**config.mk**
```make
export PLATFORM = sky130hd
export DESIGN_NAME = osd_score_overlay
export DESIGN_NICKNAME = d
export VERILOG_FILES = /design/src/rtl/osd_pkg.sv /design/src/rtl/osd_digit_font.sv /design/src/rtl/osd_score_overlay.sv
export SDC_FILE = /design/constraint.sdc
export NUM_CORES = 1
export LEC_CHECK = 0
export ABC_AREA = 1
export BUFFER_PORTS_ARGS = -buffer_cell sky130_fd_sc_hd__buf_2
export CAP_MARGIN = 10
export CORE_MARGIN = 5
export CORE_UTILIZATION = 47
export DETAILED_ROUTE_END_ITERATION = 12
export GPL_ROUTABILITY_DRIVEN = 0
export PLACE_DENSITY = 0.7
export SYNTH_ARGS = -nofsm -noshare
export SYNTH_HDL_FRONTEND = slang
export SYNTH_SLANG_ARGS = --single-unit
```
**constraint.sdc**
```tcl
create_clock -name clk -period 3.2 [get_ports clk]
set_input_delay 0.48 -clock clk [delete_from_list [all_inputs] [get_ports clk]]
set_output_delay 0.48 -clock clk [all_outputs]
set_load 0.005 [all_outputs]
```
**src/rtl/osd_pkg.sv**
```systemverilog
// Shared constants, FSM state type and font helper for the score overlay.
package osd_pkg;

    localparam int unsigned GLYPH_W = 5;
    localparam int unsigned GLYPH_H = 7;
    localparam int unsigned COL_W   = 10;
    localparam int unsigned LINE_W  = 9;

    // Per-line horizontal drawing state.
    typedef enum logic [2:0] {
        StIdle,
        StWaitX,
        StDigL,
        StGap,
        StDigR,
        StDone
    } osd_state_e;

    // Font row MSB is the leftmost pixel, so glyph column 0 maps to bit GLYPH_W-1.
    function automatic logic font_bit(input logic [GLYPH_W-1:0] bits, input logic [2:0] gcol);
        return bits[3'(GLYPH_W - 1) - gcol];
    endfunction

endpackage

```
**src/rtl/osd_digit_font.sv**
```systemverilog
// Combinational 5x7 digit font ROM; codes 10..15 render blank.
module osd_digit_font
    import osd_pkg::*;
(
    input  logic [3:0]         digit,
    input  logic [2:0]         row,
    output logic [GLYPH_W-1:0] bits
);

    logic [GLYPH_W*GLYPH_H-1:0] glyph;

    // Whole glyph for the digit, row 0 in the top five bits.
    always_comb begin
        glyph = '0;
        case (digit)
            4'd0: glyph = {5'b01110, 5'b10001, 5'b10011, 5'b10101, 5'b11001, 5'b10001, 5'b01110};
            4'd1: glyph = {5'b00100, 5'b01100, 5'b00100, 5'b00100, 5'b00100, 5'b00100, 5'b01110};
            4'd2: glyph = {5'b01110, 5'b10001, 5'b00001, 5'b00010, 5'b00100, 5'b01000, 5'b11111};
            4'd3: glyph = {5'b11111, 5'b00010, 5'b00100, 5'b00010, 5'b00001, 5'b10001, 5'b01110};
            4'd4: glyph = {5'b00010, 5'b00110, 5'b01010, 5'b10010, 5'b11111, 5'b00010, 5'b00010};
            4'd5: glyph = {5'b11111, 5'b10000, 5'b11110, 5'b00001, 5'b00001, 5'b10001, 5'b01110};
            4'd6: glyph = {5'b00110, 5'b01000, 5'b10000, 5'b11110, 5'b10001, 5'b10001, 5'b01110};
            4'd7: glyph = {5'b11111, 5'b00001, 5'b00010, 5'b00100, 5'b01000, 5'b01000, 5'b01000};
            4'd8: glyph = {5'b01110, 5'b10001, 5'b10001, 5'b01110, 5'b10001, 5'b10001, 5'b01110};
            4'd9: glyph = {5'b01110, 5'b10001, 5'b10001, 5'b01111, 5'b00001, 5'b00010, 5'b01100};
            default: glyph = '0;
        endcase
    end

    // Pick the requested row out of the glyph.
    always_comb begin
        bits = '0;
        case (row)
            3'd0: bits = glyph[34:30];
            3'd1: bits = glyph[29:25];
            3'd2: bits = glyph[24:20];
            3'd3: bits = glyph[19:15];
            3'd4: bits = glyph[14:10];
            3'd5: bits = glyph[9:5];
            3'd6: bits = glyph[4:0];
            default: bits = '0;
        endcase
    end

endmodule

```
**src/rtl/osd_score_overlay.sv**
```systemverilog
// Two-digit score overlay driven by the OSD pixel/line/frame strobes.
module osd_score_overlay
    import osd_pkg::*;
#(
    parameter int unsigned X_START = 20,
    parameter int unsigned Y_START = 8,
    parameter int unsigned SCALE   = 2,
    parameter int unsigned GAP     = 6
) (
    input  logic       clk,
    input  logic       rst_n,
    input  logic       enable,
    input  logic       pix_tick,
    input  logic       line_tick,
    input  logic       frame_start,
    input  logic [3:0] score_l,
    input  logic [3:0] score_r,
    output logic       osd_pixel,
    output logic       osd_active
);

    localparam logic [COL_W-1:0]  COL_X    = COL_W'(X_START);
    localparam logic [COL_W-1:0]  COL_SAT  = 10'h3FE;
    localparam logic [LINE_W-1:0] LINE_Y   = LINE_W'(Y_START);
    localparam logic [LINE_W-1:0] LINE_SAT = 9'h1FE;
    localparam logic [1:0]        SUB_LAST = 2'(SCALE - 1);
    localparam logic [2:0]        ROW_LAST = 3'(GLYPH_H - 1);
    localparam logic [2:0]        COL_LAST = 3'(GLYPH_W - 1);
    localparam logic [7:0]        GAP_LAST = 8'((GAP != 0) ? GAP - 1 : 0);

    logic [LINE_W-1:0] line_q, line_d;
    logic [COL_W-1:0]  col_q, col_d;
    logic [2:0]        row_q, row_d;
    logic [1:0]        vsub_q, vsub_d;
    logic              in_rows_q, in_rows_d;
    // Set by frame_start; without it the line counter stays parked outside the frame.
    logic              fvalid_q, fvalid_d;
    logic [3:0]        shadow_l_q, shadow_r_q;

    osd_state_e        state_q;
    logic [1:0]        hsub_q;
    logic [2:0]        hcol_q;
    logic [7:0]        gcnt_q;
    logic              pix_q, act_q;
    logic [GLYPH_W-1:0] bits_l, bits_r;

    osd_digit_font u_font_l (
        .digit (shadow_l_q),
        .row   (row_q),
        .bits  (bits_l)
    );

    osd_digit_font u_font_r (
        .digit (shadow_r_q),
        .row   (row_q),
        .bits  (bits_r)
    );

    // Position counters and glyph-row tracking, strobe priority frame > line > pixel.
    always_comb begin
        line_d    = line_q;
        col_d     = col_q;
        row_d     = row_q;
        vsub_d    = vsub_q;
        in_rows_d = in_rows_q;
        fvalid_d  = fvalid_q;
        if (frame_start) begin
            line_d    = '1;
            in_rows_d = 1'b0;
            fvalid_d  = 1'b1;
        end else if (line_tick) begin
            col_d = '1;
            if (fvalid_q) begin
                if (line_q == '1) begin
                    line_d = '0;
                end else if (line_q != LINE_SAT) begin
                    line_d = line_q + 9'd1;
                end
                if (line_d == LINE_Y) begin
                    in_rows_d = 1'b1;
                    row_d     = '0;
                    vsub_d    = '0;
                end else if (in_rows_q) begin
                    if (vsub_q != SUB_LAST) begin
                        vsub_d = vsub_q + 2'd1;
                    end else begin
                        vsub_d = '0;
                        if (row_q == ROW_LAST) begin
                            in_rows_d = 1'b0;
                        end else begin
                            row_d = row_q + 3'd1;
                        end
                    end
                end
            end
        end else if (pix_tick) begin
            if (col_q == '1) begin
                col_d = '0;
            end else if (col_q != COL_SAT) begin
                col_d = col_q + 10'd1;
            end
        end
    end

    // Counter, row and score shadow registers.
    always_ff @(posedge clk or negedge rst_n) begin
        if (!rst_n) begin
            line_q     <= '1;
            col_q      <= '1;
            row_q      <= '0;
            vsub_q     <= '0;
            in_rows_q  <= 1'b0;
            fvalid_q   <= 1'b0;
            shadow_l_q <= '0;
            shadow_r_q <= '0;
        end else begin
            line_q    <= line_d;
            col_q     <= col_d;
            row_q     <= row_d;
            vsub_q    <= vsub_d;
            in_rows_q <= in_rows_d;
            fvalid_q  <= fvalid_d;
            if (frame_start) begin
                shadow_l_q <= score_l;
                shadow_r_q <= score_r;
            end
        end
    end

    // Horizontal FSM with registered outputs for the column of each accepted pix_tick.
    always_ff @(posedge clk or negedge rst_n) begin
        if (!rst_n) begin
            state_q <= StIdle;
            hsub_q  <= '0;
            hcol_q  <= '0;
            gcnt_q  <= '0;
            pix_q   <= 1'b0;
            act_q   <= 1'b0;
        end else if (frame_start) begin
            state_q <= StIdle;
            pix_q   <= 1'b0;
            act_q   <= 1'b0;
        end else if (line_tick) begin
            state_q <= in_rows_d ? StWaitX : StIdle;
            pix_q   <= 1'b0;
            act_q   <= 1'b0;
        end else if (pix_tick) begin
            unique case (state_q)
                StWaitX: begin
                    if (col_d == COL_X) begin
                        state_q <= StDigL;
                        hsub_q  <= '0;
                        hcol_q  <= '0;
                        pix_q   <= enable & font_bit(bits_l, 3'd0);
                        act_q   <= enable;
                    end else begin
                        pix_q <= 1'b0;
                        act_q <= 1'b0;
                    end
                end
                StDigL: begin
                    act_q <= enable;
                    if (hsub_q != SUB_LAST) begin
                        hsub_q <= hsub_q + 2'd1;
                        pix_q  <= enable & font_bit(bits_l, hcol_q);
                    end else if (hcol_q != COL_LAST) begin
                        hsub_q <= '0;
                        hcol_q <= hcol_q + 3'd1;
                        pix_q  <= enable & font_bit(bits_l, hcol_q + 3'd1);
                    end else if (GAP != 0) begin
                        state_q <= StGap;
                        gcnt_q  <= '0;
                        pix_q   <= 1'b0;
                    end else begin
                        state_q <= StDigR;
                        hsub_q  <= '0;
                        hcol_q  <= '0;
                        pix_q   <= enable & font_bit(bits_r, 3'd0);
                    end
                end
                StGap: begin
                    act_q <= enable;
                    if (gcnt_q != GAP_LAST) begin
                        gcnt_q <= gcnt_q + 8'd1;
                        pix_q  <= 1'b0;
                    end else begin
                        state_q <= StDigR;
                        hsub_q  <= '0;
                        hcol_q  <= '0;
                        pix_q   <= enable & font_bit(bits_r, 3'd0);
                    end
                end
                StDigR: begin
                    if (hsub_q != SUB_LAST) begin
                        hsub_q <= hsub_q + 2'd1;
                        pix_q  <= enable & font_bit(bits_r, hcol_q);
                        act_q  <= enable;
                    end else if (hcol_q != COL_LAST) begin
                        hsub_q <= '0;
                        hcol_q <= hcol_q + 3'd1;
                        pix_q  <= enable & font_bit(bits_r, hcol_q + 3'd1);
                        act_q  <= enable;
                    end else begin
                        state_q <= StDone;
                        pix_q   <= 1'b0;
                        act_q   <= 1'b0;
                    end
                end
                default: begin
                    pix_q <= 1'b0;
                    act_q <= 1'b0;
                end
            endcase
        end else if (!enable) begin
            pix_q <= 1'b0;
            act_q <= 1'b0;
        end
    end

    assign osd_pixel  = pix_q;
    assign osd_active = act_q;

endmodule
```
==> summary.md, run 1 <==
| Metric | Value |
|---|---|
| Final ANT Viol Nets | 0 |
| Max-slew violations | 0 |
| Detailed Routing Iterations Pass 1 | 5 |
| CTS buffer count | 5 |
| Final period util | 84.4% |
| Yosys warning count | 0 |
| Post-Route WL | 12400 um |
| Area grow syn2layout | 6.12% |
| Initial Util | 47.9% |
| Vias in the first global route | 4791 |
| Post-cts sizing count | 0 |
| Final hold violations | 0 |
| Die Wd | 112 um |
| Max Cap Violations | 0 |
| Core area | 10300 um^2 |
| RSZ-0062 raised after global routing | no |
| Initial antenna violation count | 0 |
| Setup TNS | 0 ps |
| Hold buffers post-CTS | 0 |
| Clock latency on the worst-skew pair | 310 ps |
| Netlist cell types | 43 |
| Worst R2R Path Depth | 13 |
| Routed via count | 5075 |
| Filler cells | 1077 |
| Die height | 112 um |
| Register area | 1330 um^2 |
| TritonCTS clock tree | built |
| Die area | 12600 um^2 |
| Maximum vdd drop | 0.239 mV |
| PortBufs | 15 |
| Synthesized cell area | 4930 um^2 |
| Wire per inst | 13.3 um |
| Critical path capture point type | flip-flop |
| Share of cells above drive strength 1 | 11.4% |
| N_diodes | 0 |
| Max FO, Critical Path | 10 |
| P per Cell Area | 410 nW/um^2 |
| GRT Util Overall | 19.5% |
| Fin nets | 840 |
| Static leakage | 2.89 nW |
| FF-to-FF setup slack | 500 ps |
| Ports | 16 |
| Reg-to-reg endpoint | row_q[2] |
| Synthesized netlist cell count | 785 |
| HP Class | input pin to asynchronous set/reset pin |
| Clock Skew | 7.31 ps |
| Worst R2R Start | line_q[0] |
| Crit. Startpoint | line_q[0] |
| GR Overflow Total | 0 |
| Clock Path Buffers | 2 |
| Req. time, crit path | 3410 ps |
| First-pass GRT wire length | 21200 um |
| Setup repair bufs after CTS | 0 |
| Critical Path AT | 2910 ps |
| Critical path destination | row_q[2] |
| Number of cell rows | 37 |
| CTS Sinks | 52 |
| Root buf cell | clkbuf_8 |
| Syn nets | 831 |
| Minimum clock period | 2700 ps |
| HPWL Detailed | 9570 um |
| Status | completed |
| # H-tree levels | 2 |
| Max frequency | 0.370 GHz |
| Post-synthesis sequential area ratio | 26.9% |
| Synth Area per Inst | 6.28 um^2 |
| Utilization after layout | 50.9% |
| Seq cells post-synth | 52 |
| Largest net degree at the start of global routing | 34 |
| Worst-Margin Slew | 610 ps |
| Setup-failing EPs final | 0 |
| CP Launch Type | flip-flop |
| DR DRC count | 0 |
| Initial DRC Count | 510 |
| Multi-input gate area | 3120 um^2 |
| Clk pin slew, worst setup/hold paths | 100 ps |
| CP Class | flip-flop to flip-flop |
| Max transition margin | 59.2% |
| Via density | 5.45 |
==> metrics by stage <==
step / power (W) / hold WS, ps / cells / worst slack (ps) / instance area (um^2)
after floorplan: 0.00150 / 184 / 785 / 841 / 4930
after global placement: 0.00167 / 449 / 923 / 668 / 5120
after detailed placement: 0.00168 / 452 / 923 / 498 / 5120
after CTS: 0.00215 / 103 / 931 / 491 / 5230
after global routing: 0.00232 / 125 / 931 / 261 / 5230
final: 0.00214 / 94.2 / 931 / 499 / 5230
==> registers in the layout (all words and copies together) (netlist names), 2 cells and up <==
register,count
col_q,10
gcnt_q,8
hcol_q,3
hsub_q,2
line_q,9
row_q,3
shadow_l_q,4
shadow_r_q,4
state_q,3
vsub_q,2
==> routing by layer <==
layer	vias up	share of wire (%)	track usage [%]	wire, um
li1	2547	-	-	-
met3	24	5.8	2.48	717
met4	0	2.0	6.17	242
met1	2316	45	26.1	5540
met2	188	47	32.9	5870
met5	-	0	0	0
==> final cells by class <==
class	count	share of cell area, %
inverters	106	7.66
clock inverters	3	0.814
clock buffers	5	1.32
well taps	136	3.25
flip-flops and latches	52	25.3
multi-input cells	610	59.6
repair buffers	19	2.01
==> worst max-delay path: stages (launching register included) <==
cell and delay (ps):
dfstp_2 580, ha_1 260, nand2_1 110, nor4_1 210, ha_1 210, clkinv_1 230
a21boi_0 260, nand2_1 70, nor2_1 170, nand2_4 100, o21ai_1 100, o211ai_2 150
nand2_1 80, o21ai_1 60
==> power breakdown <==
| part | internal, W | switching, W | total, W | leakage (nW) |
|---|---|---|---|---|
| combinational | 0.000280 | 0.000559 | 0.000839 | 2.23 |
| sequential | 0.000761 | 0.0000848 | 0.000845 | 0.611 |
| clock | 0.000232 | 0.000225 | 0.000457 | 0.0541 |
==> worst min path at each step <==
stage	endpoint	slack [ps]	cells past startpoint
final	vsub_q[0]	90	1
after global routing	gcnt_q[1]	120	1
after CTS	vsub_q[0]	100	1
after detailed placement	gcnt_q[1]	450	1
after global placement	gcnt_q[1]	450	1
after floorplan	fvalid_q	180	0
==> cells in the mapped netlist (all sizes together) <==
cell type,count,area [um^2]
nand3b,2,15.0
nor3,10,76.3
o22ai,4,25.0
nand3,102,553
and3,1,6.26
clkinv,1,3.75
nor3b,3,22.5
a21oi,19,95.1
nand2,265,1010
a21boi,3,22.5
inv,105,397
a2111oi,1,27.5
nor4,1,6.26
o21bai,4,30.0
o21a,1,7.51
a22oi,9,67.6
xor2,2,17.5
xnor2,1,8.76
nand4,18,113
clkbuf,3,11.3
nor2,88,363
or2,5,31.3
dfrtp,33,826
dfstp,19,499
buf,14,73.8
ha,32,400
o211ai,1,12.5
o21ai,38,201
==> logic make-up (layout without fill, tap and decap cells) <==
group	after synthesis	in the layout	share of synthesized area, %
and+or+nand+nor	495	495	44.7
buffers and inverters	123	133	9.85
AOI/OAI and AO/OA	80	80	9.93
DFF	52	52	26.9
adders and majority gates	32	32	8.13
xor gates and xnor gates	3	3	0.533
==> cell usage in the layout (no fill, tap or decap), types with 4 or more instances in the layout <==
cell type / Yosys / final
buf_2: 11 / 15
inv_2: 13 / 13
nor2_1: 81 / 81
buf_4: 0 / 4
nand3_1: 95 / 95
clkbuf_8: 0 / 5
nor3_1: 6 / 6
o21ai_0: 26 / 26
inv_1: 91 / 91
nand2_1: 259 / 259
o21bai_1: 4 / 4
dfrtp_1: 33 / 33
a21oi_1: 19 / 19
dfstp_2: 19 / 19
a22oi_1: 9 / 9
nand4_1: 18 / 18
nand2_2: 5 / 5
nor2_2: 4 / 4
o21ai_1: 9 / 9
ha_1: 32 / 32
nand3_2: 6 / 6
o22ai_1: 4 / 4
Power figures use the tool's default switching activity.
==> run 2: changes to the inputs <==
==> constraint.sdc (replaced) <==
create_clock -name clk -period 2.8 [get_ports clk]
set_input_delay 0.42 -clock clk [delete_from_list [all_inputs] [get_ports clk]]
set_output_delay 0.42 -clock clk [all_outputs]
set_load 0.005 [all_outputs]
==> run 2 against run 1 <==
Effect of this change: sequential share of layout area down 0.52 points; worst setup slack worse by 270 ps; clock skew increased by 2.1 ps; combinational power is 24% higher; design area is 2.1% higher; sequential power rose by 14%; die area stayed put; clock power increased by 19%; wire length is 4.0% lower; power is 19% higher; non-clock buffer count increased by 11; largest power group is now combinational logic; highest routed layer unchanged.
==> summary.md, run 2 (synthesis results as in run 1) <==
| Metric | Value |
|---|---|
| Clock Path Buffers | 2 (unchanged) |
| CTS buffer count | 5 (unchanged) |
| Final ANT Viol Nets | 0 (unchanged) |
| First-pass GRT wire length | 20900 um (-1.5%) |
| Final WS setup | 233 ps (-266 ps) |
| Post-place setup slack | 239 ps (-258 ps) |
| Max FO, Critical Path | 9 (-1) |
| Commonest non-fill, non-tap cell in the layout | nand2_1 |
| Routed via count | 5028 (-0.93%) |
| Setup TNS | 0 ps (unchanged) |
| GRT Util Overall | 19.2% (-0.35 points) |
| Max-slew violations | 0 (unchanged) |
| CP max stage cell | dfstp_2 |
| Final hold violations | 0 (unchanged) |
| Number of cell rows | 37 (unchanged) |
| Delay-heaviest family, CP | simple AND/OR/NAND/NOR gates |
| Initial Util | 47.9% (unchanged) |
| N_diodes | 0 (unchanged) |
| Max transition margin | 64.5% (+5.3 points) |
| Status | completed |
| Largest net degree at the start of global routing | 31 (-8.8%) |
| HP Class | input pin to asynchronous set/reset pin |
| Comb power frac | 40.8% (+1.6 points) |
| CP Class | flip-flop to flip-flop |
| Largest Register | col_q |
| Clock Skew | 9.40 ps (+2.09 ps) |
| Clk pin slew, worst setup/hold paths | 100 ps (about the same) |
| Die area | 12600 um^2 (unchanged) |
| Critical path capture point type | flip-flop |
| Detailed Routing Iterations Pass 1 | 5 (unchanged) |
| NetSw | 0.00101 W (+16%) |
| Crit path cell chain | nand2_1 > inv_1 > nand2_1 > nor4_1 > ha_1 > clkinvlp_4 > buf_4 > nand4_1 > inv_1 > nand2_1 > nor2_1 > nand2_4 > inv_2 > o211ai_2 > nand2_1 > o21ai_1 |
| Final period util | 91.7% (+7.3 points) |
| Die height | 112 um (unchanged) |
| Core area | 10300 um^2 (unchanged) |
| Max Cap Violations | 0 (unchanged) |
| Fin nets | 851 (+1.3%) |
| Sequential share of power | 37.7% (-1.8 points) |
| FF-to-FF setup slack | 230 ps (-270 ps) |
| Max frequency | 0.390 GHz (+5.2%) |
| Minimum clock period | 2570 ps (-134 ps) |
| Switching Share | 39.6% (-1.0 points) |
| Initial DRC Count | 484 (-5.1%) |
| Post-Route WL | 11900 um (-4.0%) |
| Setup-failing EPs final | 0 (unchanged) |
| GR Overflow Total | 0 (unchanged) |
| Area grow syn2layout | 8.33% |
| Clock latency on the worst-skew pair | 310 ps (about the same) |
| Initial antenna violation count | 0 (unchanged) |
| Delay of the slowest cell on the worst path | 570 ps (about the same) |
| Static leakage | 2.95 nW (+2.2%) |
| Worst R2R Start | line_q[3] |
| Share of cells above drive strength 1 | 12.8% (+1.3 points) |
| # H-tree levels | 2 (unchanged) |
| Root buf cell | clkbuf_8 |
| Commonest non-fill, non-tap cells in the layout | nand2_1, nand3_1, inv_1, nor2_1, dfrtp_1 |
| CP bufs+invs | 5 (+4) |
| Max reg flops | 10 (unchanged) |
| Utilization after layout | 51.9% (+1.1 points) |
| PortBufs | 15 (unchanged) |
| Critical Path AT | 2810 ps (-100 ps) |
| Wire per inst | 12.6 um (-5.1%) |
| Via density | 5.34 (-2.1%) |
| TritonCTS clock tree | built |
| Placed inst area | 5180 um^2 (+1.3%) |
| Reg-to-reg endpoint | row_q[1] |
| Ports | 16 (unchanged) |
| Clock Power Share | 21.5% (+0.2 points) |
| Worst-Margin Slew | 533 ps (-77.1 ps) |
| Most used cell along the critical path | nand2_1 |
| Vias in the first global route | 4711 (-1.7%) |
| Die Wd | 112 um (unchanged) |
| Design area | 5340 um^2 (+2.1%) |
| Maximum vdd drop | 0.344 mV (+44%) |
| Int Pwr | 0.00154 W (+21%) |
| HPWL Detailed | 9270 um (-3.1%) |
| Filler cells | 1054 (-2.1%) |
| CTS Sinks | 52 (unchanged) |
| DR DRC count | 0 (unchanged) |
| Largest registers | col_q: 10 flops, line_q: 9 flops, gcnt_q: 8 flops |
| Req. time, crit path | 3040 ps (-370 ps) |
| CP Launch Type | flip-flop |
| P per Cell Area | 477 nW/um^2 (+16%) |
| Worst R2R Path Depth | 16 (+3) |
-- run 2: cell count changes in the layout (fill, tap and decap cells not counted) --
cell and delta:
buf_4 +10, a21boi_0 -1, a21boi_1 +1, buf_12 +1, clkbuf_8 +1, clkinv_1 -1, clkinv_2 -1, clkinv_4 +1
-- run 2: timing repair --
item,4_1_cts,5_1_grt
resized for setup,0,2
buffers inserted,0,4
hold buffers,0,0
setup endpoints to repair,0,6
-- run 2: final cells by class --
| cell class | instances | area [um^2] | area share (%) |
|---|---|---|---|
| multi-input cells | 610 | 3120 | 58.4 |
| flip-flops and latches | 52 | 1330 | 24.8 |
| well taps | 136 | 170 | 3.19 |
| clock inverters | 2 | 38.8 | 0.727 |
| clock buffers | 6 | 82.6 | 1.55 |
| inverters | 106 | 404 | 7.57 |
| repair buffers | 30 | 200 | 3.75 |
-- run 2: through the flow --
stage	instances	hold WS [ps]	total power (W)
finish	942	71.8	0.00254
global route	942	111	0.00276
CTS	938	78.8	0.00250
detailed placement	930	435	0.00194
global placement	930	432	0.00192
floorplan	785	124	0.00172
-- run 2: worst max path at each step --
stage           endpoint  slack, ps       from  cells after the start
6_report        row_q[1]        230  line_q[3]                     16
5_1_grt        vsub_q[0]        -30  line_q[3]                     14
4_1_cts         row_q[1]        210  line_q[3]                     14
3_5_place_dp    row_q[1]        240  line_q[3]                     14
3_3_place_gp    row_q[2]        310  line_q[3]                     14
2_1_floorplan   row_q[0]        440  line_q[0]                     13
-- run 2: power groups by stage --
stage          clock, W  combinational, W  sequential (W)
2_1_floorplan         0          0.000776        0.000944
3_3_place_gp          0          0.000955        0.000967
3_5_place_dp          0          0.000969        0.000970
4_1_cts        0.000568          0.000974        0.000959
5_1_grt        0.000596           0.00119        0.000973
6_report       0.000546           0.00104        0.000960
-- run 2: per-layer routing --
| metal | vias up | wire, um | share of wire (%) | GRT usage [%] |
|---|---|---|---|---|
| met5 | - | 0 | 0 | 0 |
| met3 | 25 | 615 | 5.2 | 2.91 |
| met4 | 0 | 189 | 1.6 | 4.89 |
| li1 | 2566 | - | - | - |
| met2 | 159 | 5620 | 47 | 32.6 |
| met1 | 2278 | 5450 | 46 | 25.6 |
